==> src/rtl/clk_div_pkg.sv <==
// Shared types and helpers for the multi-channel clock-enable divider.
package clk_div_pkg;

    // Widest divide ratio any channel can be built with; config structs carry
    // the ratio zero-extended to this width.
    localparam int DIV_W_MAX = 16;

    typedef enum logic {
        STROBE = 1'b0,
        SQUARE = 1'b1
    } div_mode_e;

    typedef enum logic {
        STOPPED = 1'b0,
        RUN     = 1'b1
    } chan_state_e;

    typedef struct packed {
        logic [DIV_W_MAX-1:0] div;
        div_mode_e            mode;
    } div_cfg_t;

    // ceil(n/2): number of high cycles of a SQUARE period of length n.
    function automatic logic [DIV_W_MAX-1:0] ceil_half(input logic [DIV_W_MAX-1:0] n);
        return (n >> 1) + {{(DIV_W_MAX-1){1'b0}}, n[0]};
    endfunction

endpackage

==> src/rtl/clk_div_chan.sv <==
// One divider channel: counter, active/pending config and registered outputs.
module clk_div_chan
    import clk_div_pkg::*;
#(
    parameter int DIV_W   = 9,
    parameter int DIV_RST = 0
) (
    input  logic     clk,
    input  logic     rst,
    input  logic     wr_i,
    input  div_cfg_t cfg_i,
    input  logic     sync_i,
    output logic     pend_o,
    output logic     div_o,
    output logic     tick_o
);

    logic [DIV_W-1:0] cnt_q, cnt_d;
    div_cfg_t         act_q, act_d;
    div_cfg_t         pcfg_q, pcfg_d;
    logic             pend_q, pend_d;
    logic             div_q, div_d;
    logic             tick_q, tick_d;
    chan_state_e      state;
    logic             boundary;
    logic             run_d;

    // Next-state: every period boundary (sync, wrap, or idle while stopped)
    // restarts the count and loads the freshest config; otherwise a write parks.
    always_comb begin
        act_d    = act_q;
        pcfg_d   = pcfg_q;
        pend_d   = pend_q;
        cnt_d    = cnt_q;
        state    = (act_q.div == '0) ? STOPPED : RUN;
        boundary = sync_i || (state == STOPPED) ||
                   (DIV_W_MAX'(cnt_q) == act_q.div - DIV_W_MAX'(1));
        if (boundary) begin
            cnt_d  = '0;
            pend_d = 1'b0;
            if (wr_i) begin
                act_d = cfg_i;
            end else if (pend_q) begin
                act_d = pcfg_q;
            end
        end else begin
            cnt_d = cnt_q + DIV_W'(1);
            if (wr_i) begin
                pcfg_d = cfg_i;
                pend_d = 1'b1;
            end
        end
    end

    // Outputs are derived from the next-state count so they line up with it.
    always_comb begin
        run_d  = (act_d.div != '0);
        tick_d = run_d && (DIV_W_MAX'(cnt_d) == act_d.div - DIV_W_MAX'(1));
        div_d  = 1'b0;
        if (run_d) begin
            if (act_d.mode == SQUARE) begin
                div_d = (DIV_W_MAX'(cnt_d) < ceil_half(act_d.div));
            end else begin
                div_d = tick_d;
            end
        end
    end

    // Counter and configuration registers.
    always_ff @(posedge clk or posedge rst) begin
        if (rst) begin
            cnt_q  <= '0;
            act_q  <= '{div: DIV_W_MAX'(DIV_RST), mode: STROBE};
            pcfg_q <= '{div: '0, mode: STROBE};
            pend_q <= 1'b0;
        end else begin
            cnt_q  <= cnt_d;
            act_q  <= act_d;
            pcfg_q <= pcfg_d;
            pend_q <= pend_d;
        end
    end

    // Output flops.
    always_ff @(posedge clk or posedge rst) begin
        if (rst) begin
            div_q  <= 1'b0;
            tick_q <= 1'b0;
        end else begin
            div_q  <= div_d;
            tick_q <= tick_d;
        end
    end

    assign pend_o = pend_q;
    assign div_o  = div_q;
    assign tick_o = tick_q;

endmodule

==> src/rtl/clk_div_multi.sv <==
// Multi-channel programmable clock-enable divider: config decode and channel array.
module clk_div_multi
    import clk_div_pkg::*;
#(
    parameter int NCH     = 4,
    parameter int DIV_W   = 9,
    parameter int DIV_RST = 0
) (
    input  logic                                     clk,
    input  logic                                     rst,
    input  logic                                     cfg_valid,
    output logic                                     cfg_ready,
    input  logic [((NCH > 1) ? $clog2(NCH) : 1)-1:0] cfg_ch,
    input  logic [DIV_W-1:0]                         cfg_div,
    input  logic                                     cfg_mode,
    input  logic                                     sync,
    output logic [NCH-1:0]                           div_o,
    output logic [NCH-1:0]                           tick_o
);

    localparam int CH_W = (NCH > 1) ? $clog2(NCH) : 1;

    if (NCH < 1 || NCH > 16 || DIV_W < 1 || DIV_W > DIV_W_MAX) begin : g_param_err
        $error("clk_div_multi: NCH must be 1..16 and DIV_W 1..%0d", DIV_W_MAX);
    end

    div_cfg_t       cfg_in;
    logic [NCH-1:0] pend;
    logic [NCH-1:0] wr;

    // Zero-extend the request into the shared config record.
    always_comb begin
        cfg_in = '{div: DIV_W_MAX'(cfg_div), mode: div_mode_e'(cfg_mode)};
    end

    // Ready mux; an unmapped channel index always reads ready and is ignored.
    always_comb begin
        cfg_ready = 1'b1;
        for (int unsigned i = 0; i < NCH; i++) begin
            if (cfg_ch == CH_W'(i)) begin
                cfg_ready = ~pend[i];
            end
        end
    end

    // Per-channel write strobe on an accepted transfer.
    always_comb begin
        wr = '0;
        for (int unsigned i = 0; i < NCH; i++) begin
            wr[i] = cfg_valid && ~pend[i] && (cfg_ch == CH_W'(i));
        end
    end

    for (genvar g = 0; g < NCH; g++) begin : g_chan
        clk_div_chan #(
            .DIV_W   (DIV_W),
            .DIV_RST (DIV_RST)
        ) u_chan (
            .clk    (clk),
            .rst    (rst),
            .wr_i   (wr[g]),
            .cfg_i  (cfg_in),
            .sync_i (sync),
            .pend_o (pend[g]),
            .div_o  (div_o[g]),
            .tick_o (tick_o[g])
        );
    end

endmodule

==> config.mk <==
export PLATFORM = sky130hd
export DESIGN_NAME = clk_div_multi
export DESIGN_NICKNAME = d
export VERILOG_FILES = /design/src/rtl/clk_div_pkg.sv /design/src/rtl/clk_div_chan.sv /design/src/rtl/clk_div_multi.sv
export SDC_FILE = /design/constraint.sdc
export NUM_CORES = 1
export LEC_CHECK = 0
export BUFFER_PORTS_ARGS = -buffer_cell sky130_fd_sc_hd__clkbuf_2
export CORE_MARGIN = 2
export CORE_UTILIZATION = 55
export CTS_CLUSTER_DIAMETER = 120
export DETAILED_ROUTE_END_ITERATION = 8
export MAX_ROUTING_LAYER = met4
export PLACE_DENSITY = 0.85
export SLEW_MARGIN = 5
export SYNTH_ARGS = -nofsm -noshare
export SYNTH_HDL_FRONTEND = slang
export SYNTH_SLANG_ARGS = --single-unit
==> constraint.sdc <==
create_clock -name clk -period 5.3 [get_ports clk]
set_input_delay 0.265 -clock clk [delete_from_list [all_inputs] [get_ports clk]]
set_output_delay 0.265 -clock clk [all_outputs]
set_load 0.01 [all_outputs]
# After elaboration in Yosys (flattened, before gate mapping)
# Index checks and enable logic that the tools add are counted.
# word_totals
regBits	156
inputBits	16
# classes
n_addsub	16
order_cmp	4
eq_ne	11
muxes	36
n_bitwise	8
reduce_logical	37
# ops
operator	count
17-bit two-way mux	12
9-bit by 16-bit == test with 1-bit output	8
16-bit by 1-bit subtractor with 16-bit output, second input constant	8
15-bit by 1-bit adder with 16-bit output	4
16-bit zero test	4
9-bit by 16-bit < comparator with 1-bit output	4
16-bit nonzero test	4
9-bit by 1-bit adder with 9-bit output, second input constant	4
9-bit two-way mux	4
1-bit two-way mux	20
1-bit logical AND	12
1-bit logical OR	8
1-bit inverter	8
2-bit AND reduction	4
2-bit nonzero test	4
2-bit == test, second input constant	2
2-bit by 1-bit == test with 1-bit output, second input constant	1
2-bit zero test	1

# Logic depth before layout (Yosys ltp)
# Gate-level depths: netlist (run 1).
# logic_depth
word_depth	10
ltp_mapped	29
ltp_nobuf	25

# By module
# A second synthesis (run 1) with hierarchy kept.
# hier_totals
cells_unflattened	1738
hier_area_um2	15056.9
# by_module_without_submodules
mod	instances	cells_per_inst	area_per_inst_um2
clk_div_chan (g_chan[1].u_chan ...)	2	418	3641.0
clk_div_chan (g_chan[0].u_chan)	1	452	3896.2
clk_div_chan (g_chan[3].u_chan)	1	442	3811.2
clk_div_multi	1	8	67.6

# Worst setup path before layout (run 1)
# OpenSTA, ideal clock, no wires.
# synth_timing
path_type	register to register
startpoint	reg g_chan[0].u_chan.act_q[1] in the netlist's numbering
endpoint	reg g_chan[0].u_chan.div_q
setup_time_ns	0.121
arrival_ns	4.997
required_time_ns	5.179
setup_slack_ns	0.182
path_stages_with_launch	29
n_path_buf	3
synth_period_minus_slack_ns	5.118
path_cell_list	dfrtp_1 -> buf_6 -> inv_1 -> ha_1 -> xnor2_1 -> or4_1 -> or4b_4 -> nor4_4 -> nand3_4 -> and2_4 -> buf_6 -> buf_2 -> nor2_1 -> a21oi_1 -> inv_1 -> ha_1 -> nand3_1 -> nor3_1 -> a21oi_1 -> o21ai_0 -> nand2b_1 -> ha_1 -> nor2b_1 -> o21ai_0 -> nand2_1 -> o22ai_1 -> a211oi_1 -> o41ai_1 -> o22a_1
# synth_lines
element	line	rtl
start, declared	clk_div_chan.sv:19	div_cfg_t act_q, act_d;
start signal, assigned	clk_div_chan.sv:73	act_q <= '{div: DIV_W_MAX'(DIV_RST), mode: STROBE};
start signal, assigned	clk_div_chan.sv:78	act_q <= act_d;
end signal, assigned	clk_div_chan.sv:90	div_q <= div_d;
end, declared	clk_div_chan.sv:22	logic div_q, div_d;

==> results.cfg, run 1 <==
[timing]
finClkSkew_ns = 0.0106
hold_ws_ns = 0.0490
worst_slack_ns = 0.157
fmax_mhz = 194
min_period_over_period = 0.970
setup_violations = 0
worstMarginPinSlew_ns = 1.03
drv_slew = 0
slew_headroom = 0.314
layout_min_cycle_time_ns = 5.14
rsz0062_at_grt = yes
hold_viol = 0

[floorplanning]
design.die.area_mm2 = 0.0256
coreArea_mm2 = 0.0241
dieWidth_um = 160
initial_utilization = 0.554
fp.dieH_um = 160
io_pins = 25
rows = 57

[detailed_routing]
routed_wl_mm = 37.9
wl_per_cell_um = 19.2
dr.pass1.iters = 6
num_vias = 12600
antenna_left = 0
drcViolationCount = 0
vias_per_cell = 6.38
drt-initial-drc-count = 1415

[cells_and_area]
fin_nets = 1701
nFillCells = 2112
multi_input_area_mm2 = 0.00882
final_util = 0.609
syn2layout_area_growth_pct = 9.94
drive_gt1_frac = 0.152
regArea_mm2 = 0.00391
instances_no_fill = 1970

[clock_network]
clk-insertion-delay-late_ns = 0.45
clockBufferDepth = 2
cts_tree = yes
clockRootBuffer = clkbuf_16
numCtsBuffers = 17
htreeDepth = 4
clk_pin_slew_ns = 0.07
clock-sinks = 156

[global_routing]
grt_overflow_total = 0
grt_pass1_wl_mm = 61.9
antenna_found_initial = 3
grt_pass1_vias = 11900
grt_max_degree = 113
grtUsageTotal = 0.305

[logic_synthesis]
syn-num-nets = 1691
synth_mux_area_frac = 0.0776
ys_top_cells_by_area = dfrtp_1 (29%), xnor2_1 (6.0%), ha_1 (5.1%), nor2_1 (4.6%), mux2_2 (4.3%)
async_reset_ff_frac = 1.00
synth_fa_ha_area_frac = 0.0506
synth_top_cell_by_area = dfrtp_1
synth_xor_area_frac = 0.0993
synthCells = 1621
yosysUniqueCellTypes = 99
synth-seq-area-share = 0.292
synth_top_area_share = 0.292
syn_area_mm2 = 0.0134
synthSimpleGateAreaFrac = 0.255
synth.avg_cell_area_um2 = 8.24
synth-compound-area-share = 0.167
synth_edf_count = 0
synth_top_family_by_area = simple AND/OR/NAND/NOR gates
netlist_top_cells_count = nor2_1 (162), dfrtp_1 (156), nand2_1 (133), xnor2_1 (92), o21ai_0 (90)
ys_warn_count = 0
ys_ff_latch = 156
synth_most_common_cell = nor2_1
ys.flop_type = dfrtp_1

[setup_path]
critPathRequiredTime_ns = 5.63
worst-r2r-cell-count = 25
critical_path_buf_inv_count = 2
critPathTopFamily = simple AND/OR/NAND/NOR gates
cp_max_fo = 8
critPathArrivalTime_ns = 5.47
worst_path_max_delay_cell = or4b_4
critPathMaxStageDelay_ns = 0.56
rrSetupSlack_ns = 0.16
r2r_end = g_chan[0].u_chan.div_o
endpoint_kind = flop
rr_startpoint = g_chan[0].u_chan.act_q[2]
start_kind = flop
path_class = reg2reg

[min_path]
min_path_type = in2async

[placed_design]
place_inst = 1926
io_buffers = 24
dp_hpwl_mm = 27.8
place.gp.congestion = 0.973
post-place-ws_ns = -0.165

[status]
status = finished, final reports clean

[power]
finalPower_w = 0.00743
p_per_area_mw_per_mm2 = 506
peakVddDrop_mv = 0.330
leakage_nw = 6.32

[flow_run]
maxCapViolCount = 0
## layer usage
layer	global-route usage	wire length, µm
met2	0.476	17600
met1	0.407	15800
met5	-	0
met4	0.109	1280
met3	0.0449	3170
## cells in the final DEF (no fill, tap or decap), types with 6 or more instances in the layout
master | netlist | final
nor2_1 | 162 | 162
dfrtp_1 | 156 | 155
nand2_1 | 133 | 132
xnor2_1 | 92 | 92
o21ai_0 | 90 | 89
buf_4 | 12 | 78
nand3_1 | 72 | 71
a21oi_1 | 64 | 63
inv_1 | 64 | 62
nor3_1 | 58 | 57
xor2_1 | 57 | 57
mux2_2 | 51 | 51
ha_1 | 54 | 48
mux2i_1 | 41 | 40
nand4_1 | 28 | 28
and3_1 | 27 | 27
clkbuf_2 | 0 | 24
nor4_1 | 23 | 23
and2_1 | 23 | 23
nor2b_1 | 22 | 22
nand2b_1 | 19 | 19
clkbuf_16 | 0 | 17
o22ai_1 | 15 | 15
or3_1 | 13 | 13
a211oi_1 | 14 | 13
nand3b_1 | 10 | 10
or2_2 | 10 | 10
o211ai_1 | 10 | 10
a31oi_1 | 10 | 10
a21o_1 | 10 | 10
nor3b_1 | 9 | 9
a22oi_1 | 9 | 9
o21a_1 | 9 | 9
or4_1 | 9 | 8
a311oi_1 | 8 | 8
o21ai_1 | 6 | 7
a41oi_1 | 6 | 6
o2111ai_1 | 6 | 6
## kinds of logic after synthesis
| kind of cell | Yosys count |
|---|---|
| buffers and inverters | 176 |
| and+or+nand+nor | 658 |
| adders and majority gates | 54 |
| AOI/OAI and AO/OA | 332 |
| DFF | 156 |
| xor gates and xnor gates | 150 |
| muxes | 95 |
## per-stage QoR
step           area [µm²]  setup TNS, ns
3_3_place_gp        13900              0
4_1_cts             14500              0
2_1_floorplan       13400              0
5_1_grt             14700        -0.0906
3_5_place_dp        13900         -0.165
6_report            14700              0
## timing repair
action                                  in CTS  in global routing
cloned                                       1                  0
setup buffers                                0                  9
gates resized for setup                      4                 23
hold buffers                                 0                  0
pin swaps                                    2                  6
endpoints found under the setup margin       1                  4
## power by group
group,switching (W),internal (W),leakage [nW]
Sequential,0.000365,0.00149,2.01
Combinational,0.00248,0.00179,4.02
Clock,0.000547,0.000756,0.282
Total,0.00340,0.00403,6.32
## sequential cells by signal (all words and copies together), names as in the netlist
signal / count
g_chan.u_chan.pcfg_q: 40
g_chan.u_chan.tick_o: 4
g_chan.u_chan.cnt_q: 36
g_chan.u_chan.div_o: 4
g_chan.u_chan.pend_o: 4
g_chan.u_chan.act_q: 68
## worst reg2reg max path: cells and delay by family, from the launching register on
| family | cells | cell delay [ns] |
|---|---|---|
| AOI/OAI and AO/OA | 9 | 1.22 |
| xor gates and xnor gates | 2 | 0.28 |
| adders and majority gates | 3 | 0.75 |
| buffers and inverters | 2 | 0.20 |
| DFF | 1 | 0.43 |
| and+or+nand+nor | 9 | 2.13 |
## final cells by class
class	count	share of cell area
Multi-Input combinational cell	1290	0.600
Sequential cell	156	0.266
Timing Repair Buffer	102	0.0480
Clock buffer	19	0.0301
Tap cell	324	0.0276
Inverter	64	0.0167
Clock inverter	12	0.0112
Antenna cell	3	0.000511
## worst max-delay path by stage
stage                         startpoint                      to  depth (start not counted)
3_3_place_gp   g_chan[0].u_chan.act_q[2]  g_chan[0].u_chan.div_o                         23
3_5_place_dp   g_chan[0].u_chan.act_q[2]  g_chan[0].u_chan.div_o                         24
5_1_grt        g_chan[0].u_chan.act_q[2]  g_chan[0].u_chan.div_o                         24
6_report       g_chan[0].u_chan.act_q[2]  g_chan[0].u_chan.div_o                         25
4_1_cts        g_chan[0].u_chan.act_q[2]  g_chan[0].u_chan.div_o                         24
2_1_floorplan  g_chan[0].u_chan.act_q[1]  g_chan[0].u_chan.div_o                         28
No activity file was read; power rests on OpenSTA's default activity.
==> run 2, diff against run 1 <==
clock period = 4.5 ns   (was 5.3 ns; I/O delays follow)
==> results.cfg, run 2 (same netlist as run 1, synthesis figures left out) <==
[placed_design]
io_buffers = 24
post-place-ws_ns = -0.365
place.gp.congestion = 1.03
dp_hpwl_mm = 30.9

[clock_network]
clockBufferDepth = 2
cts_tree = yes
htreeDepth = 4
clock-sinks = 156
numCtsBuffers = 17
clk_pin_slew_ns = 0.06
clk-insertion-delay-late_ns = 0.45
clockRootBuffer = clkbuf_16

[timing]
hold_viol = 0
worstMarginPinSlew_ns = 1.01
min_period_over_period = 1.06
finClkSkew_ns = 0.0110
hold_ws_ns = 0.0109
worst_slack_ns = -0.283
fmax_mhz = 209
setup_violations = 6
slew_headroom = 0.327
rsz0062_at_grt = yes
drv_slew = 0
layout_min_cycle_time_ns = 4.78

[flow_run]
maxCapViolCount = 0

[floorplanning]
fp.dieH_um = 160
initial_utilization = 0.554
dieWidth_um = 160
coreArea_mm2 = 0.0241
design.die.area_mm2 = 0.0256
rows = 57
io_pins = 25

[setup_path]
path_class = reg2reg
cp_max_fo = 4
start_kind = flop
rrSetupSlack_ns = -0.28
critPathArrivalTime_ns = 5.13
worst-r2r-cell-count = 24
endpoint_kind = flop
rr_startpoint = g_chan[1].u_chan.act_q[14]
critPathRequiredTime_ns = 4.84
r2r_end = g_chan[1].u_chan.div_o

[global_routing]
antenna_found_initial = 0
grt_pass1_wl_mm = 68.9
grtUsageTotal = 0.342
grt_overflow_total = 0
grt_pass1_vias = 13300
grt_max_degree = 111

[power]
p_per_area_mw_per_mm2 = 611
leakage_nw = 7.32
peakVddDrop_mv = 0.303
finalPower_w = 0.0101

[status]
status = finished with violations
violations = setup timing

[detailed_routing]
vias_per_cell = 6.43
drt-initial-drc-count = 1622
drcViolationCount = 0
wl_per_cell_um = 20.2
num_vias = 13800
antenna_left = 0
routed_wl_mm = 43.3
dr.pass1.iters = 5

[cells_and_area]
regArea_mm2 = 0.00391
nFillCells = 1805
syn2layout_area_growth_pct = 24.2
diodes = 0
multi_input_area_mm2 = 0.00940
layout_common_cells = buf_4 (251), nor2_1 (155), dfrtp_1 (154), nand2_1 (129), xnor2_1 (88)
largest-register = g_chan.u_chan.act_q
final_common_cell = buf_4
largest_registers = g_chan.u_chan.act_q: 68 flops, g_chan.u_chan.pcfg_q: 40 flops, g_chan.u_chan.cnt_q: 36 flops
largest_register_ffs = 68
drive_gt1_frac = 0.287
fin_nets = 1878

[min_path]
min_path_type = in2async
## run 2: per-layer routing
metal  GRT usage  share of wire  up-vias  wire (µm)
met2       0.546           0.47      783      20400
met1       0.428           0.40     6626      17200
met5           -              0        -          0
met3      0.0538          0.079      218       3440
met4       0.159          0.050        0       2180
li1            -              -     6168          -
## run 2: cell type report
class / count / share of cell area
timing repair buffer: 280 / 0.124
sequential: 156 / 0.235
inverter: 64 / 0.0148
clock inverter: 11 / 0.00724
multi-input combinational: 1289 / 0.566
tap: 324 / 0.0244
clock buffer: 20 / 0.0275
## run 2: how the worst max path moves through the flow
stage | slack (ns) | depth (start not counted) | end | start
floorplan | -0.41 | 26 | g_chan[0].u_chan.div_o | g_chan[0].u_chan.act_q[2]
global placement | -0.16 | 24 | g_chan[0].u_chan.div_o | g_chan[0].u_chan.act_q[2]
detailed placement | -0.37 | 24 | g_chan[1].u_chan.div_o | g_chan[1].u_chan.act_q[14]
CTS | -0.32 | 24 | g_chan[1].u_chan.div_o | g_chan[1].u_chan.act_q[14]
global route | -0.58 | 23 | g_chan[1].u_chan.div_o | g_chan[1].u_chan.act_q[14]
finish | -0.28 | 24 | g_chan[1].u_chan.div_o | g_chan[1].u_chan.act_q[14]
## run 2: what timing repair did
| item | CTS | global route |
|---|---|---|
| endpoints found under the hold margin | 0 | 0 |
| pin swaps | 15 | 44 |
| gates resized for setup | 46 | 94 |
| setup endpoints to repair | 8 | 8 |
| hold buffers | 0 | 0 |
| cloned | 0 | 0 |
| setup buffers | 12 | 15 |
## run 2: metrics by stage
stage	instance area, µm²	TNS [ns]	utilization	cells
5_1_grt	16600	-2.05	0.688	2144
3_5_place_dp	15200	-1.19	0.630	2088
4_1_cts	16100	-0.443	0.666	2131
6_report	16600	-0.685	0.688	2144
2_1_floorplan	13500	-0.411	-	1621
3_3_place_gp	15200	-0.343	0.630	2088
## run 2: worst max-delay path, stage by stage, from the launching register on
cell and delay (ns):
dfrtp_1 0.41, a2111oi_4 0.37, buf_4 0.17, o2111a_1 0.17
o211ai_1 0.11, nor4_2 0.25, nand4_1 0.30, nand2_2 0.19
mux2i_2 0.25, inv_1 0.09, ha_1 0.24, ha_2 0.20
nand3b_1 0.09, o21ai_1 0.07, buf_4 0.15, buf_4 0.13
xor2_1 0.14, ha_1 0.31, nor2b_1 0.14, o21ai_1 0.13
nand2b_1 0.09, a221oi_2 0.24, buf_4 0.16, nor4b_2 0.04
a211oi_1 0.24
## run 2: power breakdown
part	switching [W]	total (W)	internal [W]
Combinational	0.00358	0.00657	0.00299
Sequential	0.000343	0.00210	0.00176
Clock	0.000629	0.00147	0.000839
Total	0.00455	0.0101	0.00559
